## config.mk

```make
export PLATFORM = sky130hd
export DESIGN_NAME = async_fifo_rd_packer
export DESIGN_NICKNAME = d
export VERILOG_FILES = /design/src/rtl/async_fifo_rd_packer.sv
export SDC_FILE = /design/constraint.sdc
export NUM_CORES = 1
export LEC_CHECK = 0
export BUFFER_PORTS_ARGS = -buffer_cell sky130_fd_sc_hd__buf_2
export CELL_PAD_IN_SITES_DETAIL_PLACEMENT = 2
export CELL_PAD_IN_SITES_GLOBAL_PLACEMENT = 2
export CORE_ASPECT_RATIO = 1.5
export CORE_MARGIN = 10
export CORE_UTILIZATION = 39
export CTS_BUF_LIST = sky130_fd_sc_hd__clkbuf_4 sky130_fd_sc_hd__clkbuf_8
export DETAILED_ROUTE_END_ITERATION = 16
export GPL_TIMING_DRIVEN = 0
export PLACE_DENSITY_LB_ADDON = 0.1
export SLEW_MARGIN = 20
export SYNTH_ARGS = -nofsm -noshare
export SYNTH_HDL_FRONTEND = slang
export SYNTH_SLANG_ARGS = --single-unit
```

## constraint.sdc

```tcl
create_clock -name rclk -period 1.7 [get_ports rclk]
set_input_delay 0.255 -clock rclk [delete_from_list [all_inputs] [get_ports rclk]]
set_output_delay 0.255 -clock rclk [all_outputs]
set_load 0.02 [all_outputs]
```

## src/rtl/async_fifo_rd_packer.sv

```systemverilog
// Read-side byte packer for the 8-bit async FIFO: pops FWFT bytes and emits little-endian words on valid/ready.
// Optional idle flush of partial words is enabled with `define ASYNC_FIFO_RD_FLUSH_EN.
module async_fifo_rd_packer #(
  parameter int WORD_BYTES   = 4,
  parameter int FLUSH_CYCLES = 16
) (
  input  logic                    rclk,
  input  logic                    rrst_n,
  input  logic [7:0]              rdata,
  input  logic                    rempty,
  output logic                    rinc,
  output logic [8*WORD_BYTES-1:0] m_data,
  output logic [WORD_BYTES-1:0]   m_keep,
  output logic                    m_valid,
  input  logic                    m_ready,
  output logic [15:0]             word_cnt
);
  localparam int            CW   = $clog2(WORD_BYTES);
  localparam logic [CW-1:0] LAST = CW'(WORD_BYTES-1);

  logic [CW-1:0]               cnt;
  logic [WORD_BYTES-2:0][7:0]  acc;
  logic                        slot_free, last_pop, flush, load, xfer;
  logic [8*WORD_BYTES-1:0]     load_data;
  logic [WORD_BYTES-1:0]       load_keep;

  assign slot_free = !m_valid || m_ready;
  // Only the word-completing pop needs the output slot; earlier bytes park in acc.
  assign rinc      = rrst_n && !rempty && ((cnt != LAST) || slot_free);
  assign last_pop  = rinc && (cnt == LAST);
  assign xfer      = m_valid && m_ready;
  assign load      = last_pop || flush;

`ifdef ASYNC_FIFO_RD_FLUSH_EN
  localparam int IW = $clog2(FLUSH_CYCLES+1);
  logic [IW-1:0] idle;

  // Flush only fires on an empty FIFO, so it can never coincide with a pop.
  assign flush = (idle >= IW'(FLUSH_CYCLES)) && (cnt != '0) && rempty && slot_free;

  always_ff @(posedge rclk or negedge rrst_n) begin
    if (!rrst_n)                              idle <= '0;
    else if (!rempty || cnt == '0 || flush)   idle <= '0;
    else if (idle != IW'(FLUSH_CYCLES))       idle <= idle + IW'(1);
  end
`else
  assign flush = 1'b0;
`endif

  always_comb begin
    load_data = '0;
    load_keep = '1;
    for (int i = 0; i < WORD_BYTES-1; i++) load_data[8*i +: 8] = acc[i];
    if (flush) begin
      // Stale bytes from an earlier word may sit above cnt; zero them.
      for (int i = 0; i < WORD_BYTES-1; i++)
        if (CW'(i) >= cnt) load_data[8*i +: 8] = 8'h00;
      load_keep = (WORD_BYTES'(1) << cnt) - WORD_BYTES'(1);
    end else begin
      load_data[8*(WORD_BYTES-1) +: 8] = rdata;
    end
  end

  always_ff @(posedge rclk or negedge rrst_n) begin
    if (!rrst_n) begin
      m_valid  <= 1'b0;
      m_data   <= '0;
      m_keep   <= '0;
      word_cnt <= '0;
      cnt      <= '0;
      acc      <= '0;
    end else begin
      if (xfer) word_cnt <= word_cnt + 16'd1;
      if (load) begin
        m_valid <= 1'b1;
        m_data  <= load_data;
        m_keep  <= load_keep;
      end else if (xfer) begin
        m_valid <= 1'b0;
      end
      if (load) begin
        cnt <= '0;
      end else if (rinc) begin
        acc[cnt] <= rdata;
        cnt      <= cnt + CW'(1);
      end
    end
  end
endmodule

```

==> results of run 1 <==
-- stage by stage --
step	util, %	hold slack [ps]	area, sq um
final	50.24	198.6	3849
after global routing	50.24	184.5	3849
after CTS	50.04	182.0	3834
after detailed placement	46.69	233.0	3577
after global placement	46.30	460.7	3547
after floorplan	-	-40.59	3094
-- repair_timing --
action / in CTS / in global routing
hold buffers: 2 / 0
hold endpoints to repair: 28 / 0
resized for setup: 5 / 2
setup endpoints to repair: 9 / 4
pin swaps: 1 / 0
buffers inserted: 1 / 1
-- path summary, 6_finish.rpt --
kind	startpoint	end	slack (ps)
max	rrst_n	rinc	40
min	rdata[7]	acc[15]$_DFFE_PN0P_	200
max reg2reg	cnt[1]$_DFFE_PN0P_	acc[6]$_DFFE_PN0P_	110
min reg2reg	word_cnt[15]$_DFFE_PN0P_	word_cnt[15]$_DFFE_PN0P_	470
max in group asynchronous	rrst_n	acc[5]$_DFFE_PN0P_	970
min in group asynchronous	rrst_n	m_data[12]$_DFFE_PN0P_	490
-- metal layers --
| metal | up-vias | wire length [um] |
|---|---|---|
| li1 | 859 | - |
| met1 | 969 | 2994 |
| met2 | 47 | 3673 |
| met3 | 8 | 399 |
| met4 | 0 | 114 |
| met5 | - | 0 |
-- state kept, by name (all words and copies together), names as in the netlist --
name,cells
m_keep,1
m_valid,1
acc,24
word_cnt,16
m_data,32
cnt,2
-- cell families after synthesis --
group           Yosys count
simple gates             36
mux                      57
compound gates            4
flops                    76
xor+xnor                 15
fa+ha+maj                 5
buf+inv                  11
-- cells in the mapped netlist, drive strengths merged, types with 3 or more instances --
library cell	n	area share (%)
mux2	57	21
nand3	7	1.1
nand2	13	1.8
dfrtp	76	61
xnor2	14	4.0
inv	3	0.36
nand4	4	0.81
ha	5	2.0
buf	8	2.5
nor2	4	0.73
-- where the power goes --
| group | internal [mW] | total [mW] | switching, mW |
|---|---|---|---|
| registers | 2.52 | 2.91 | 0.395 |
| logic | 1.05 | 2.22 | 1.17 |
| clock network | 0.630 | 1.23 | 0.602 |
| total | 4.20 | 6.37 | 2.17 |
-- final cells by class --
type	instances	area, sq um
clock buffer	13	166.4
buffer	8	78.83
clock inverter	2	10.01
multi-input combinational	117	1130
inverter	3	11.26
sequential	76	1902
timing repair buffer	70	422.9
tap	102	127.6
fill	781	3812
-- critical path: stages --
cell           delay (ps)
dlygate4sd3_1         570
buf_6                 160
nand2b_4              100
a31oi_4               180
buf_6                 140
==> flow_summary.ini, run 1 <==
[status]
status = completed

[synthesis]
async_flop_share_pct = 100.0
synth-seq-cells = 76
synth_cell_type_count = 25
synthFlopType = dfrtp_1
muxShareOfSynthArea_pct = 21.23
synth_xor_area_share_pct = 4.246
synth_fp_nets = 221
synth_top_family_by_area = multiplexers
ys_seq_area_share_pct = 61.46
syn_area_sq_um = 3094
synthSimpleGateAreaFrac_pct = 7.319
synth_warnings = 0
synth_edf_count = 0
syn_inst = 204
synth_compound_area_share_pct = 0.8087
syn_area_per_cell_sq_um = 15.17
synth_fa_ha_area_share_pct = 2.022

[clock_network]
cts_max_path_buffers = 2
cts_tree = built
clk_pin_slew_ps = 70
htree_levels = 3
cts_sinks = 76
cts_root_buf = clkbuf_8
cts_buffers = 9
worstSkewPairLatency_ps = 340

[place]
port_buffers = 65
dp.cells = 372
gp_congestion = 0.7193
dp_hpwl_um = 5208
place_ws_ps = -162.9

[job]
cap_violations = 0

[floorplan]
start_util_pct = 40.39
die_w_um = 92.73
io_pins = 66
die_h_um = 129.1
rows = 39
die_area_sq_um = 11970
coreArea_sq_um = 7661

[finish]
layout.nets = 302
drive_above_1_share_pct = 55.71
final_common_cell = dfrtp_1
final-instance-count-excl-fill = 391
syn_to_final_growth_pct = 24.38
diodes = 0
final_cell_mix = dfrtp_1, buf_2, mux2_2, xnor2_1, nand2_1

[grt]
busiest_layer = met2
grt-ovfl-total = 0
grt_pass1_vias = 2217
grt_pass1_wl_um = 11900
use_met3_pct = 4.566
grt_use_met2_pct = 21.17
grt_max_degree = 49
grt_use_met1_pct = 14.64
antenna_found_initial = 0
grt_use_total_pct = 12.82

[sta]
min_period_over_period_pct = 97.92
report.final.slew_viol_count = 0
setup_viol = 0
finClkSkew_ps = 4.703
worst_slack_ps = 35.35
worst_pin_slew_ps = 336.5
hold_violations = 0
fmax_mhz = 600.7
fin_tns_setup_ps = 0
slew_headroom_pct = 77.54
period_needed_ps = 1665

[power_and_ir_drop]
cellPowerDensity_nw_per_um2 = 1654
leakage_nw = 1.895
irDropWorstVdd_uv = 559.6
p_total_mw = 6.367

[route]
drtIter0Drc = 6
vias = 1883
antenna_left = 0
first_pass_iters = 4
drc = 0
wl_um = 7182
wl_per_cell_um = 18.37
vias_per_cell = 4.816

[hold_path]
worstHoldPathCells = 2
holdCritPathClass = in2reg

[critical_path]
cp.arrival_ps = 1410
crit_path_max_fanout = 4
cp-end-kind = primary output
critPathKind = in2out
required_ps = 1440
r2r.worst_path.cells = 5
startpoint_type = input port
No activity file was read; power rests on OpenSTA's default activity.
==> run 2: changes to the inputs <==
- ABC_CLOCK_PERIOD_IN_PS: default -> 1700
- CORE_MARGIN: 10 -> 5
- CORE_UTILIZATION: 39 -> 36
==> flow_summary.ini, run 2 (synthesized netlist as in run 1, its figures left out) <==
[grt]
grt_max_degree = 47
busiest_layer = met2
grt-ovfl-total = 0
antenna_found_initial = 0
grt_pass1_wl_um = 11010
grt_pass1_vias = 2148
grt_use_total_pct = 13.66
grt_use_met1_pct = 15.54
grt_use_met2_pct = 23.20
use_met3_pct = 4.267

[floorplan]
rows = 41
die_h_um = 123.5
coreArea_sq_um = 8413
die_area_sq_um = 10590
start_util_pct = 36.78
die_w_um = 85.70
io_pins = 66

[route]
drtIter0Drc = 21
wl_per_cell_um = 16.83
antenna_left = 0
vias_per_cell = 4.785
wl_um = 6664
drc = 0
vias = 1895
first_pass_iters = 4

[power_and_ir_drop]
p_sw_mw = 2.157
cellInternalPower_mw = 4.212
clockPowerShare_pct = 19.8
cellPowerDensity_nw_per_um2 = 1664
leakage_nw = 1.885
switching_share_pct = 33.87
irDropWorstVdd_uv = 556.6
pwr-share-seq_pct = 45.8
comb_power_share_pct = 34.4

[clock_network]
worstSkewPairLatency_ps = 350
clk_pin_slew_ps = 70
cts_root_buf = clkbuf_8
cts_max_path_buffers = 2
htree_levels = 3
cts_tree = built
cts_buffers = 9
cts_sinks = 76

[finish]
syn_to_final_growth_pct = 23.66
final_common_cell = dfrtp_1
largest_reg_flops = 32
layout.nets = 301
diodes = 0
final-instance-count-excl-fill = 396
largest_register = m_data
drive_above_1_share_pct = 56.06
reg.largest.list = m_data: 32 flops, acc: 24 flops, word_cnt: 16 flops
final_cell_mix = dfrtp_1, buf_2, mux2_2, xnor2_1, nand2_1

[place]
gp_congestion = 0.6801
dp_hpwl_um = 4849
dp.cells = 377
port_buffers = 65

[hold_path]
holdCritPathClass = in2async

[critical_path]
required_ps = 1440
worstSetupStartpoint = cnt[0]$_DFFE_PN0P_
crit_path_max_fanout = 4
r2r-start = cnt[0]$_DFFE_PN0P_
worst_path_max_delay_cell = dfrtp_1
r2r.worst_path.cells = 5
cp-end-kind = primary output
critPathKind = reg2out
cp.arrival_ps = 1390
crit_family = flip-flops
path_buf_inv = 1
path_cells = ha_4 -> a31oi_4 -> buf_6
worstReg2RegEnd = acc[7]$_DFFE_PN0P_
cpPeakStageDelay_ps = 430
startpoint_type = flip-flop
r2r_slack_ps = 120

[sta]
fmax_mhz = 608.2
setup_viol = 0
slew_headroom_pct = 70.46
finClkSkew_ps = 7.631
worst_pin_slew_ps = 443.1
holdWs_ps = -174.4
report.final.slew_viol_count = 0
min_period_over_period_pct = 96.71
rsz0062_at_grt = no
hold_violations = 44
period_needed_ps = 1644

[status]
violations = hold timing
status = complete, but fails checks

[job]
cap_violations = 0
==> run 2: cell count changes in the layout (fill, tap and decap cells not counted), sizes merged <==
cell and change:
clkbuf +1, dlygate4sd3 -1
==> run 2: worst register-to-register path, delay by kind of cell, from the launching register on <==
family	cells	cell delay, ps
flops	1	430
mux	1	360
simple gates	2	320
fa+ha+maj	1	220
buf+inv	1	140
==> run 2: what timing repair did <==
item | CTS | global route
endpoints found under the hold margin | 44 | 44
pin swaps | 1 | 0
setup endpoints to repair | 11 | 1
cloned | 0 | 0
buffers inserted | 1 | 2
resized for setup | 5 | 2
==> run 2: cell type report <==
cell class	instances	area, sq um
Buffer	8	78.83
Clock buffer	14	167.7
Clock inverter	2	10.01
Fill cell	868	4587
Inverter	3	11.26
Multi-Input combinational cell	117	1130
Sequential cell	76	1902
Tap cell	107	133.9
Timing Repair Buffer	69	392.9
==> run 2: worst max path at each step <==
stage / endpoint / slack (ps) / depth (start not counted)
finish: rinc / 60 / 3
global route: rinc / 2 / 3
CTS: rinc / 1 / 3
detailed placement: acc[10]$_DFFE_PN0P_ / -320 / 4
global placement: acc[11]$_DFFE_PN0P_ / -1220 / 4
floorplan: acc[0]$_DFFE_PN0P_ / 170 / 5
==> run 2: through the flow <==
step | setup WS, ps | total power, mW | instance area [sq um] | TNS, ps | utilization (%)
6_report | 55.87 | 6.369 | 3826 | 0 | 45.48
2_1_floorplan | 174.0 | 4.342 | 3094 | 0 | -
3_5_place_dp | -319.9 | 5.146 | 3576 | -10040 | 42.50
4_1_cts | 0.9892 | 6.485 | 3804 | 0 | 45.21
5_1_grt | 1.794 | 6.808 | 3826 | 0 | 45.48
3_3_place_gp | -1221 | 5.029 | 3553 | -85100 | 42.24
==> run 2: metal layers <==
| metal | wire length [um] | vias to the layer above | share of wire (%) |
|---|---|---|---|
| li1 | - | 856 | - |
| met5 | 0 | - | 0 |
| met3 | 399 | 12 | 6.0 |
| met2 | 3448 | 51 | 52 |
| met1 | 2695 | 976 | 40 |
| met4 | 121 | 0 | 1.8 |
==> run 2: power by group through the flow <==
stage	clock (mW)	combinational, mW	sequential [mW]
floorplan	0	0.970	3.37
global placement	0	2.11	2.92
detailed placement	0	2.18	2.96
CTS	1.32	2.22	2.94
global route	1.40	2.39	3.03
finish	1.26	2.19	2.92
==> run 3: changes to the inputs <==
- MAX_ROUTING_LAYER: default -> met4
==> flow_summary.ini, run 3 (synthesized netlist as in run 1, its figures left out) <==
[grt]
grt_use_total_pct = 14.13
grt-ovfl-total = 0
grt_pass1_wl_um = 11030
antenna_found_initial = 0
grt_max_degree = 47
grt_pass1_vias = 2147

[power_and_ir_drop]
p_total_mw = 6.368
leakage_nw = 1.884
cellPowerDensity_nw_per_um2 = 1666
irDropWorstVdd_uv = 557.1

[route]
vias = 1895
drc = 0
wl_um = 6667
vias_per_cell = 4.785
first_pass_iters = 3
drtIter0Drc = 46
antenna_left = 0
wl_per_cell_um = 16.84

[status]
violations = hold timing
status = complete, but fails checks

[sta]
holdWs_ps = -91.10
hold_violations = 44
slew_headroom_pct = 59.40
finClkSkew_ps = 7.405
report.final.slew_viol_count = 0
period_needed_ps = 1641
min_period_over_period_pct = 96.51
setup_viol = 0
fmax_mhz = 609.5
worst_slack_ps = 59.40
worst_pin_slew_ps = 609.0

[floorplan]
die_h_um = 123.5
rows = 41
die_w_um = 85.70
die_area_sq_um = 10590
coreArea_sq_um = 8413
io_pins = 66
start_util_pct = 36.78

[clock_network]
worstSkewPairLatency_ps = 350
cts_buffers = 9
cts_root_buf = clkbuf_8
cts_max_path_buffers = 2
htree_levels = 3
clk_pin_slew_ps = 70
cts_sinks = 76
cts_tree = built

[critical_path]
cp-end-kind = primary output
worstReg2RegEnd = acc[7]$_DFFE_PN0P_
crit_path_max_fanout = 4
critPathKind = reg2out
r2r-start = cnt[0]$_DFFE_PN0P_
cpPeakStageDelay_ps = 430
r2r.worst_path.cells = 5
cp.arrival_ps = 1390
r2r_slack_ps = 120
startpoint_type = flip-flop
path_cells = ha_4 -> a31oi_4 -> buf_6
worst_path_max_delay_cell = dfrtp_1
required_ps = 1440

[finish]
fin_area_sq_um = 3822
final_cell_mix = dfrtp_1, buf_2, mux2_2, xnor2_1, nand2_1
syn_to_final_growth_pct = 23.53
drive_above_1_share_pct = 56.06
largest_register = m_data
layout.nets = 301
final_common_cell = dfrtp_1
diodes = 0
reg.largest.list = m_data: 32 flops, acc: 24 flops, word_cnt: 16 flops
largest_reg_flops = 32
final-instance-count-excl-fill = 396

[place]
dp_hpwl_um = 4849
port_buffers = 65
dp.cells = 377
place_ws_ps = -319.9
gp_congestion = 0.6871
post_dp_cell_area_sq_um = 3576

[hold_path]
holdCritPathClass = in2async

[job]
cap_violations = 0
## run 3: cell types whose count changed in the layout (fill, tap and decap cells not counted)
cell,delta
buf_6,-1
buf_4,+1
## run 3: critical path, delay by kind of cell, from the launching register on
family / cells / cell delay [ps]
adder cells (fa/ha/maj): 1 / 220
buffers and inverters: 1 / 150
AO/OA/AOI/OAI: 1 / 230
flip-flops: 1 / 430
## run 3: timing repair
item                                    in CTS  in global routing
endpoints found under the hold margin       44                 44
pin swaps                                    1                  0
endpoints found under the setup margin      11                  1
resized for setup                            5                  1
setup buffers                                1                  2
## run 3: through the flow
stage                     util (%)  setup TNS [ps]  hold WS [ps]
after detailed placement     42.50          -10040         314.7
after global routing         45.43          -3.385        -47.98
after CTS                    45.21               0        -74.45
final                        45.43               0        -91.10
after floorplan                  -               0        -40.59
after global placement       42.24          -85100         460.6
## run 3: per-layer routing
metal / routed length, um / vias to the layer above / GRT usage (%)
li1: - / 856 / -
met1: 2734 / 979 / 16.05
met2: 3451 / 49 / 23.10
met3: 362 / 11 / 4.533
met4: 118 / 0 / 5.644
met5: 0 / - / -
## run 3: worst max-delay path by stage
stage                       startpoint                   to  slack [ps]  depth (start not counted)
floorplan           cnt[0]$_DFFE_PN0P_   acc[0]$_DFFE_PN0P_         170                          5
detailed placement              rrst_n  acc[10]$_DFFE_PN0P_        -320                          4
CTS                 cnt[0]$_DFFE_PN0P_                 rinc           1                          3
global route        cnt[1]$_DFFE_PN0P_                 rinc          -3                          3
finish              cnt[0]$_DFFE_PN0P_                 rinc          60                          3
global placement                rrst_n  acc[11]$_DFFE_PN0P_       -1220                          4
## run 3: layout make-up
class,instances,area [sq um]
fill,868,4591
multi-input combinational,117,1130
buffer,8,78.83
inverter,3,11.26
tap,107,133.9
sequential,76,1902
clock buffer,14,167.7
clock inverter,2,10.01
timing repair buffer,69,389.1
## run 3: where the power goes
part	switching, mW	total, mW	internal, mW
clock network	0.629	1.26	0.632
logic	1.13	2.19	1.06
registers	0.398	2.92	2.52
